File: config.mk
export PLATFORM = sky130hd
export DESIGN_NAME = mem_arbiter
export DESIGN_NICKNAME = d
export VERILOG_FILES = /design/src/rtl/mem_arb_pkg.sv /design/src/rtl/rr_arbiter.sv /design/src/rtl/mem_arbiter.sv
export SDC_FILE = /design/constraint.sdc
export NUM_CORES = 1
export LEC_CHECK = 0
export CORE_ASPECT_RATIO = 1.4
export CORE_MARGIN = 1.5
export CORE_UTILIZATION = 25
export DETAILED_ROUTE_END_ITERATION = 16
export SETUP_SLACK_MARGIN = 0.2
export SLEW_MARGIN = 20
export SYNTH_ARGS = -nofsm -noshare
export SYNTH_HDL_FRONTEND = slang
export SYNTH_SLANG_ARGS = --single-unit
File: constraint.sdc
create_clock -name clk -period 3.21 [get_ports clk]
set_input_delay 0.642 -clock clk [delete_from_list [all_inputs] [get_ports clk]]
set_output_delay 0.642 -clock clk [all_outputs]
set_load 0.01 [all_outputs]
File: src/rtl/mem_arb_pkg.sv
`default_nettype none
// ============================================================================
// Module      : mem_arb_pkg
// Description : Shared types for the memory arbiter: FSM state encoding and
//               a round-robin index helper.
// Revision    : 1.0 - initial release
// ============================================================================
package mem_arb_pkg;

  // Raw encodings kept as explicit-width constants for tools and scripts that
  // only understand plain vectors; the enum below is built on them.
  localparam logic [1:0] ST_IDLE  = 2'd0;
  localparam logic [1:0] ST_ISSUE = 2'd1;
  localparam logic [1:0] ST_WAIT  = 2'd2;
  localparam logic [1:0] ST_DONE  = 2'd3;

  typedef enum logic [1:0] {
    IDLE  = ST_IDLE,
    ISSUE = ST_ISSUE,
    WAIT  = ST_WAIT,
    DONE  = ST_DONE
  } arb_state_e;

  // Next requester index after idx, wrapping at n-1 back to 0.
  function automatic int next_idx(input int idx, input int n);
    return (idx >= n - 1) ? 0 : idx + 1;
  endfunction

endpackage
`default_nettype wire

File: src/rtl/rr_arbiter.sv
`default_nettype none
// ============================================================================
// Module      : rr_arbiter
// Description : Combinational round-robin selector. Scans the request vector
//               upward from ptr, wrapping at NumReq-1, and reports the first
//               requester found.
// Ports       : req    - request vector
//               ptr    - index where the search starts
//               winner - selected requester index (0 when valid is low)
//               valid  - at least one request present
// Revision    : 1.0 - initial release
// ============================================================================
module rr_arbiter #(
  parameter int NumReq   = 4,
  parameter int IdxWidth = $clog2(NumReq)
) (
  input  logic [NumReq-1:0]   req,
  input  logic [IdxWidth-1:0] ptr,
  output logic [IdxWidth-1:0] winner,
  output logic                valid
);

  int                  pos;
  logic [IdxWidth-1:0] idx;

  // Scan from the farthest offset down to offset 0 so that the requester
  // closest to ptr is written last and therefore wins.
  always_comb begin
    winner = '0;
    valid  = |req;
    pos    = 0;
    idx    = '0;
    for (int i = NumReq - 1; i >= 0; i--) begin
      pos = int'(ptr) + i;
      if (pos >= NumReq) pos = pos - NumReq;
      idx = IdxWidth'(pos);
      if (req[idx]) winner = idx;
    end
  end

endmodule
`default_nettype wire

File: src/rtl/mem_arbiter.sv
`default_nettype none
// ============================================================================
// Module      : mem_arbiter
// Description : Round-robin arbiter and sequencer sharing one single-port
//               memory among NumReq requesters. One transaction at a time:
//               grant, one-cycle read/write strobe, wait the read latency,
//               then a one-cycle acknowledge carrying read data.
// Ports       : clk, rst_n                   - clock, async active-low reset
//               req/req_we/req_addr/req_wdata - per-requester command
//               ack, rdata                    - one-hot completion, read data
//               busy                          - transaction in progress
//               mem_addr/mem_data_in          - registered memory command
//               mem_read/mem_write            - registered one-cycle strobes
//               mem_data_out                  - memory read data
// Revision    : 1.0 - initial release
// ============================================================================
module mem_arbiter
  import mem_arb_pkg::*;
#(
  parameter int AddrWidth   = 5,
  parameter int DataWidth   = 8,
  parameter int NumReq      = 4,
  parameter int ReadLatency = 1
) (
  input  logic                               clk,
  input  logic                               rst_n,
  input  logic [NumReq-1:0]                  req,
  input  logic [NumReq-1:0]                  req_we,
  input  logic [NumReq-1:0][AddrWidth-1:0]   req_addr,
  input  logic [NumReq-1:0][DataWidth-1:0]   req_wdata,
  output logic [NumReq-1:0]                  ack,
  output logic [DataWidth-1:0]               rdata,
  output logic                               busy,
  output logic [AddrWidth-1:0]               mem_addr,
  output logic [DataWidth-1:0]               mem_data_in,
  output logic                               mem_read,
  output logic                               mem_write,
  input  logic [DataWidth-1:0]               mem_data_out
);

  localparam int IdxWidth = $clog2(NumReq);
  localparam int CntWidth = $clog2(ReadLatency + 1);

  arb_state_e          state;
  logic [IdxWidth-1:0] ptr;
  logic [IdxWidth-1:0] win_idx;
  logic                cmd_we;
  logic [CntWidth-1:0] lat_cnt;

  logic [IdxWidth-1:0] grant_idx;
  logic                grant_valid;
  logic [NumReq-1:0]   ack_onehot;

  rr_arbiter #(
    .NumReq   (NumReq),
    .IdxWidth (IdxWidth)
  ) u_rr_arbiter (
    .req    (req),
    .ptr    (ptr),
    .winner (grant_idx),
    .valid  (grant_valid)
  );

  assign ack_onehot = NumReq'(1) << win_idx;
  assign busy       = (state != IDLE);

  always_ff @(posedge clk or negedge rst_n) begin
    if (!rst_n) begin
      state       <= IDLE;
      ptr         <= '0;
      win_idx     <= '0;
      cmd_we      <= 1'b0;
      lat_cnt     <= '0;
      ack         <= '0;
      rdata       <= '0;
      mem_addr    <= '0;
      mem_data_in <= '0;
      mem_read    <= 1'b0;
      mem_write   <= 1'b0;
    end else begin
      // Strobes and ack are single-cycle pulses unless set below.
      ack       <= '0;
      mem_read  <= 1'b0;
      mem_write <= 1'b0;
      case (state)
        IDLE: begin
          if (grant_valid) begin
            // The memory address/data registers double as the latched
            // command, so they are loaded at grant and are already valid
            // (together with the strobe) for the whole ISSUE cycle.
            win_idx     <= grant_idx;
            cmd_we      <= req_we[grant_idx];
            mem_addr    <= req_addr[grant_idx];
            mem_data_in <= req_wdata[grant_idx];
            mem_write   <= req_we[grant_idx];
            mem_read    <= ~req_we[grant_idx];
            ptr         <= IdxWidth'(next_idx(int'(grant_idx), NumReq));
            state       <= ISSUE;
          end
        end
        ISSUE: begin
          if (cmd_we) begin
            ack   <= ack_onehot;
            state <= DONE;
          end else begin
            lat_cnt <= CntWidth'(ReadLatency);
            state   <= WAIT;
          end
        end
        WAIT: begin
          lat_cnt <= lat_cnt - CntWidth'(1);
          if (lat_cnt == CntWidth'(1)) begin
            rdata <= mem_data_out;
            ack   <= ack_onehot;
            state <= DONE;
          end
        end
        DONE: begin
          state <= IDLE;
        end
        default: begin
          state <= IDLE;
        end
      endcase
    end
  end

endmodule
`default_nettype wire

==> results of run 1 <==
==> state kept, by name (all words and copies together), names as in the netlist <==
name         flops
mem_data_in      8
rdata            8
mem_addr         5
ack              4
ptr              2
state            2
win_idx          2
cmd_we           1
lat_cnt          1
mem_read         1
mem_write        1
==> routing by layer <==
| layer | share of wire, % | up-vias | wire (um) | track usage [%] |
|---|---|---|---|---|
| li1 | - | 820 | - | - |
| met1 | 39 | 757 | 1769 | 14.03 |
| met2 | 52 | 80 | 2382 | 21.87 |
| met3 | 8.2 | 7 | 375 | 4.264 |
| met4 | 1.2 | 0 | 57 | 3.444 |
| met5 | 0 | - | 0 | 0 |
==> metrics by stage <==
step	setup WS, ps	util, %
detailed placement	464.3	41.06
CTS	793.0	42.74
global placement	552.9	41.06
global route	561.2	42.74
floorplan	1299	-
finish	797.9	42.74
==> layout by cell type, fill, tap and decap left out, types with 2 or more instances in the layout <==
master / count
o21ai_0: 6
clkbuf_8: 6
a211oi_1: 2
nor2_1: 7
nand2b_1: 4
dfrtp_1: 35
nand3_1: 4
a211o_1: 4
clkdlybuf4s50_1: 96
inv_1: 5
mux2i_1: 26
ha_1: 3
a21oi_1: 5
buf_4: 3
nand2_1: 30
a21o_1: 2
mux2_2: 9
nor2b_1: 2
o221ai_1: 13
==> worst reg2reg max path: stages (launching register included) <==
cell,delay [ps]
dfrtp_1,410
nor2b_1,210
a211oi_1,110
o21ai_1,760
o221ai_1,260
==> kinds of logic (layout without fill, tap and decap cells) <==
group | after synthesis | count (layout) | share of synthesized area, %
and+or+nand+nor | 51 | 51 | 12.15
AOI/OAI and AO/OA | 35 | 35 | 13.93
muxes | 35 | 35 | 19.84
DFF | 35 | 35 | 48.04
buffers and inverters | 12 | 113 | 3.500
adders and majority gates | 3 | 3 | 2.059
xor gates and xnor gates | 1 | 1 | 0.4805
==> area by class of cell <==
class	instances	area share, %
Clock inverter	2	1.167
Tap cell	95	3.958
Sequential cell	35	29.17
Inverter	5	0.6250
Clock buffer	6	2.750
Timing Repair Buffer	100	32.92
Multi-Input combinational cell	125	29.42
==> power groups by stage <==
stage | Clock, mW | Combinational [mW] | Sequential, mW
2_1_floorplan | 0 | 0.659 | 0.836
3_3_place_gp | 0 | 1.26 | 0.768
3_5_place_dp | 0 | 1.27 | 0.774
4_1_cts | 0.425 | 1.27 | 0.774
5_1_grt | 0.436 | 1.38 | 0.800
6_report | 0.408 | 1.25 | 0.770
==> worst paths after layout <==
kind / start / end / depth (start not counted)
setup / recovery: req[2] / mem_data_in[6]$_DFFE_PN0P_ / 5
hold / removal: rst_n / mem_addr[3]$_DFFE_PN0P_ / 1
setup reg to reg: ptr[0]$_DFFE_PN0P_ / mem_data_in[6]$_DFFE_PN0P_ / 4
hold reg to reg: win_idx[0]$_DFFE_PN0P_ / ack[2]$_DFF_PN0_ / 1
max in group asynchronous: rst_n / rdata[1]$_DFFE_PN0P_ / 1
min in group clk: win_idx[0]$_DFFE_PN0P_ / ack[2]$_DFF_PN0_ / 1
==> results.tsv, run 1 <==
metric	value	unit
outcome	finished clean	
period utilisation layout	75.14	%
H-tree Lvls	2	
sequential power share	31.8	%
drt wl/cell	12.46	um
Worst-Margin Slew	960.1	ps
Slowest cell on crit path	o21ai_1	
RSZ-0062 raised after global routing	false	
area leader, netlist	dfrtp_1	
Die X	75.17	um
Worst setup SP type	input pin	
area of the multi-input gates	883.3	um2
clock-pin slew on the worst setup and hold paths	70	ps
Slew HR	35.56	%
postcts setup bufs	0	
Post-DP HPWL	3621	um
switching power	842.1	uW
Sw Ratio	34.72	%
CP arrival	2530	ps
WP buf/inv	1	
# setup viols final	0	
Synth top area share	48.04	%
largest net degree at the start of global routing	36	
FF+latch area	875.8	um2
fraction of registers with async set/reset	100.0	%
combinational share of power	51.4	%
Max clock buf depth	2	
Synthesized Nets	245	
clk_lat worst skew	290	ps
fin area	3003	um2
worst hold path type	in2async	
gr ovfl total	0	
gr usage total	12.51	%
Final Non-Filler Cells	368	
post-route setup TNS	0	ps
Yosys cell types	26	
die footprint	7821	um2
Vias/cell	4.522	
Cell Pwr Density	807.7	nW/um2
Mapped Area	1823	um2
core area	7027	um2
Post-synth top cells	dfrtp_1, nand2_1, mux2i_1, o221ai_1, mux2_2	
fmax	414.6	MHz
die height	104.0	um
post_cts resized	0	
most common cell in the netlist	dfrtp_1	
Max-cap violations	0	
Core Rows	36	
global-route wire length before repair	7610	um
via count	1664	
placed inst area	2885	um2
Nets	345	
number of synthesized flops with an enable pin	0	
antenna violations before repair	0	
Final ANT Viol Nets	0	
Placed Instances	360	
Remaining DRCs	0	
RePlAce Congestion	0.8032	
R2R Setup Slk	1300	ps
crit-path cells	clkdlybuf4s50_1 > nor2b_1 > a211oi_1 > o21ai_1 > o221ai_1	
number of global-route vias before repair	1761	
clock share of power	16.8	%
register area share after synthesis	48.04	%
Seq cells post-synth	35	
Area Growth Syn to Fin	64.72	%
First DRT Iteration DRCs	58	
syn_area_per_cell	10.60	um2
LEAKAGE	1.323	nW
Crit. End Element	flip-flop	
Initial DRT Pass Iterations	4	
slowest stage delay, CP	760	ps
clock tree sinks	35	
Fin. Hold Viols	0	
delay-heaviest family, CP	compound AO/OA/AOI/OAI gates	
fillers	709	
synth warn	0	
Root Driver	clkbuf_8	
PortBufs	97	
Mapped Cells	172	
Max Slew Vio Count	0	
Top FF cell, synth	dfrtp_1	
overall power	2.425	mW
Int Pwr	1.583	mW
CP Class	in2reg	
Ports	98	
CTS tree	built	
Ant. Diodes	0	
cts bufs inserted	5	
top post-synthesis cells by area	dfrtp_1, mux2i_1, o221ai_1	
final WL	4585	um
hold slack	433.0	ps
worst vdd ir	0.2914	mV
hold-fix buffers at CTS	0	
Clock Skews	6.447	ps
Final min period	2412	ps
share of cells above drive strength 1	7.692	%
crit-path max FO	13	
Initial Util	25.94	%
critical path required time	3330	ps
No activity file was read; power rests on OpenSTA's default activity.
==> run 2, diff against run 1 <==
==> constraint.sdc (replaced) <==
create_clock -name clk -period 2.05 [get_ports clk]
set_input_delay 0.41 -clock clk [delete_from_list [all_inputs] [get_ports clk]]
set_output_delay 0.41 -clock clk [all_outputs]
set_load 0.01 [all_outputs]
==> run 2 against run 1 <==
  * Clock power up 23%
  * Critical endpoint is now cmd_we$_DFFE_PN0P_
  * Worst hold slack worse by 270 ps
  * Combinational power up 87%
  * Power up 67%
  * Highest routed layer unchanged
==> results.tsv, run 2 (same netlist as run 1, synthesis figures left out) <==
metric	value	unit
outcome	finished clean	
fmax	566.3	MHz
Largest regs	mem_data_in (8), rdata (8), mem_addr (5)	
most frequent cells in the layout	clkdlybuf4s50_1, dfrtp_1, nand2_1	
Post-DP HPWL	3718	um
placed inst area	3028	um2
Ports	98	
reg2reg end	mem_data_in[3]$_DFFE_PN0P_	
clock-pin slew on the worst setup and hold paths	70	ps
die height	104.0	um
cts bufs inserted	5	
Slew HR	70.84	%
Crit. End Element	flip-flop	
PortBufs	97	
gr ovfl total	0	
Root Driver	clkbuf_8	
hold slack	162.8	ps
Final min period	1766	ps
Area Growth Syn to Fin	77.63	%
worst hold path type	in2async	
Die X	75.17	um
fillers	710	
RePlAce Congestion	0.7842	
die footprint	7821	um2
number of global-route vias before repair	1837	
CP Class	in2reg	
# setup viols final	0	
antenna violations before repair	0	
worst vdd ir	0.5104	mV
RSZ-0062 raised after global routing	false	
Worst setup SP type	input pin	
slowest stage delay, CP	470	ps
critical path required time	2260	ps
Max Slew Vio Count	0	
R2R Setup Slk	360	ps
clock tree sinks	35	
global-route wire length before repair	8031	um
share of cells above drive strength 1	16.15	%
Fin. Hold Viols	0	
area of the multi-input gates	918.4	um2
switching power	1.417	mW
Crit Reg-Reg Startpoint	ptr[0]$_DFFE_PN0P_	
Int Pwr	2.630	mW
fin area	3238	um2
commonest non-fill, non-tap cell in the layout	clkdlybuf4s50_1	
crit-path cells	clkdlybuf4s50_1 > buf_4 > nor2b_1 > a211oi_1 > buf_4 > o21ai_0 > a211o_1 > nand3_1	
combinational share of power	57.9	%
CTS tree	built	
Ant. Diodes	0	
Max-cap violations	0	
clock share of power	12.4	%
Nets	364	
sequential power share	29.7	%
Worst-Margin Slew	433.5	ps
LEAKAGE	1.465	nW
CP arrival	1980	ps
Initial Util	25.94	%
Clock Skews	3.246	ps
Max clock buf depth	2	
largest net degree at the start of global routing	36	
Cell Pwr Density	1250	nW/um2
H-tree Lvls	2	
Worst R2R Path Depth	6	
Final ANT Viol Nets	0	
FF+latch area	875.8	um2
Vias/cell	4.544	
WP buf/inv	3	
clk_lat worst skew	280	ps
delay-heaviest family, CP	buffers and inverters	
via count	1754	
First DRT Iteration DRCs	40	
Remaining DRCs	0	
Core Rows	36	
CP most frequent cell	buf_4	
final WL	5075	um
crit-path max FO	4	
drt wl/cell	13.15	um
Initial DRT Pass Iterations	4	
Slowest cell on crit path	clkdlybuf4s50_1	
gr usage total	13.12	%
period utilisation layout	86.13	%
post-route setup TNS	0	ps
core area	7027	um2
overall power	4.047	mW
Sw Ratio	35.01	%
==> run 2: cell count changes in the layout (fill, tap and decap cells not counted), sizes merged <==
cell,before,now
clkdlybuf4s50,96,92
dlygate4sd2,0,1
dlymetal6s2s,0,3
bufinv,1,0
clkbuf,6,8
buf,4,21
==> run 2: area by class of cell <==
cell class                      count  area share [%]
Clock buffer                        6           2.550
Clock inverter                      1          0.1546
Inverter                            5          0.5796
Multi-Input combinational cell    125           28.36
Sequential cell                    35           27.05
Tap cell                           95           3.671
Timing Repair Buffer              119           37.64
==> run 2: power by group through the flow <==
| stage | combinational (mW) | sequential, mW | clock [mW] |
|---|---|---|---|
| final | 2.34 | 1.20 | 0.502 |
| after global routing | 2.56 | 1.25 | 0.556 |
| after global placement | 2.15 | 1.21 | 0 |
| after CTS | 2.19 | 1.20 | 0.527 |
| after floorplan | 1.03 | 1.31 | 0 |
| after detailed placement | 2.18 | 1.21 | 0 |
==> run 2: worst max-delay path by stage <==
stage,to,cells past startpoint,startpoint
after floorplan,mem_addr[3]$_DFFE_PN0P_,7,req[2]
after global placement,mem_addr[3]$_DFFE_PN0P_,7,req[2]
after detailed placement,mem_data_in[3]$_DFFE_PN0P_,7,req[2]
after CTS,mem_addr[3]$_DFFE_PN0P_,7,req[2]
after global routing,busy,4,state[1]$_DFFE_PN0P_
final,cmd_we$_DFFE_PN0P_,8,req[1]
==> run 2: stage by stage <==
stage          setup slack, ps  util, %  instances
2_1_floorplan            371.0        -        172
3_3_place_gp            -79.55    43.09        374
3_5_place_dp            -102.0    43.09        374
4_1_cts                  201.7    44.43        382
5_1_grt                  206.3    46.08        386
6_report                 284.3    46.08        386
==> run 2: worst reg2reg max path, delay by kind of cell, from the launching register on <==
family / cells / cell delay [ps]
simple gates: 1 / 210
mux: 1 / 190
buf+inv: 1 / 180
compound gates: 3 / 570
flops: 1 / 420
==> run 2: timing repair <==
action	in CTS	in global routing
setup buffers	1	0
gates cloned	0	4
endpoints found under the setup margin	1	18
pin swaps	0	3
hold buffers	0	0
gates resized for setup	1	15
==> run 2: routing by layer <==
metal  track usage, %  vias up  share of wire, %  wire length (um)
met2            24.15       74                53              2706
met3            4.264        4               7.4               374
met4            3.444        0              0.85                43
met5                0        -                 0                 0
li1                 -      864                 -                 -
met1            13.75      812                38              1951
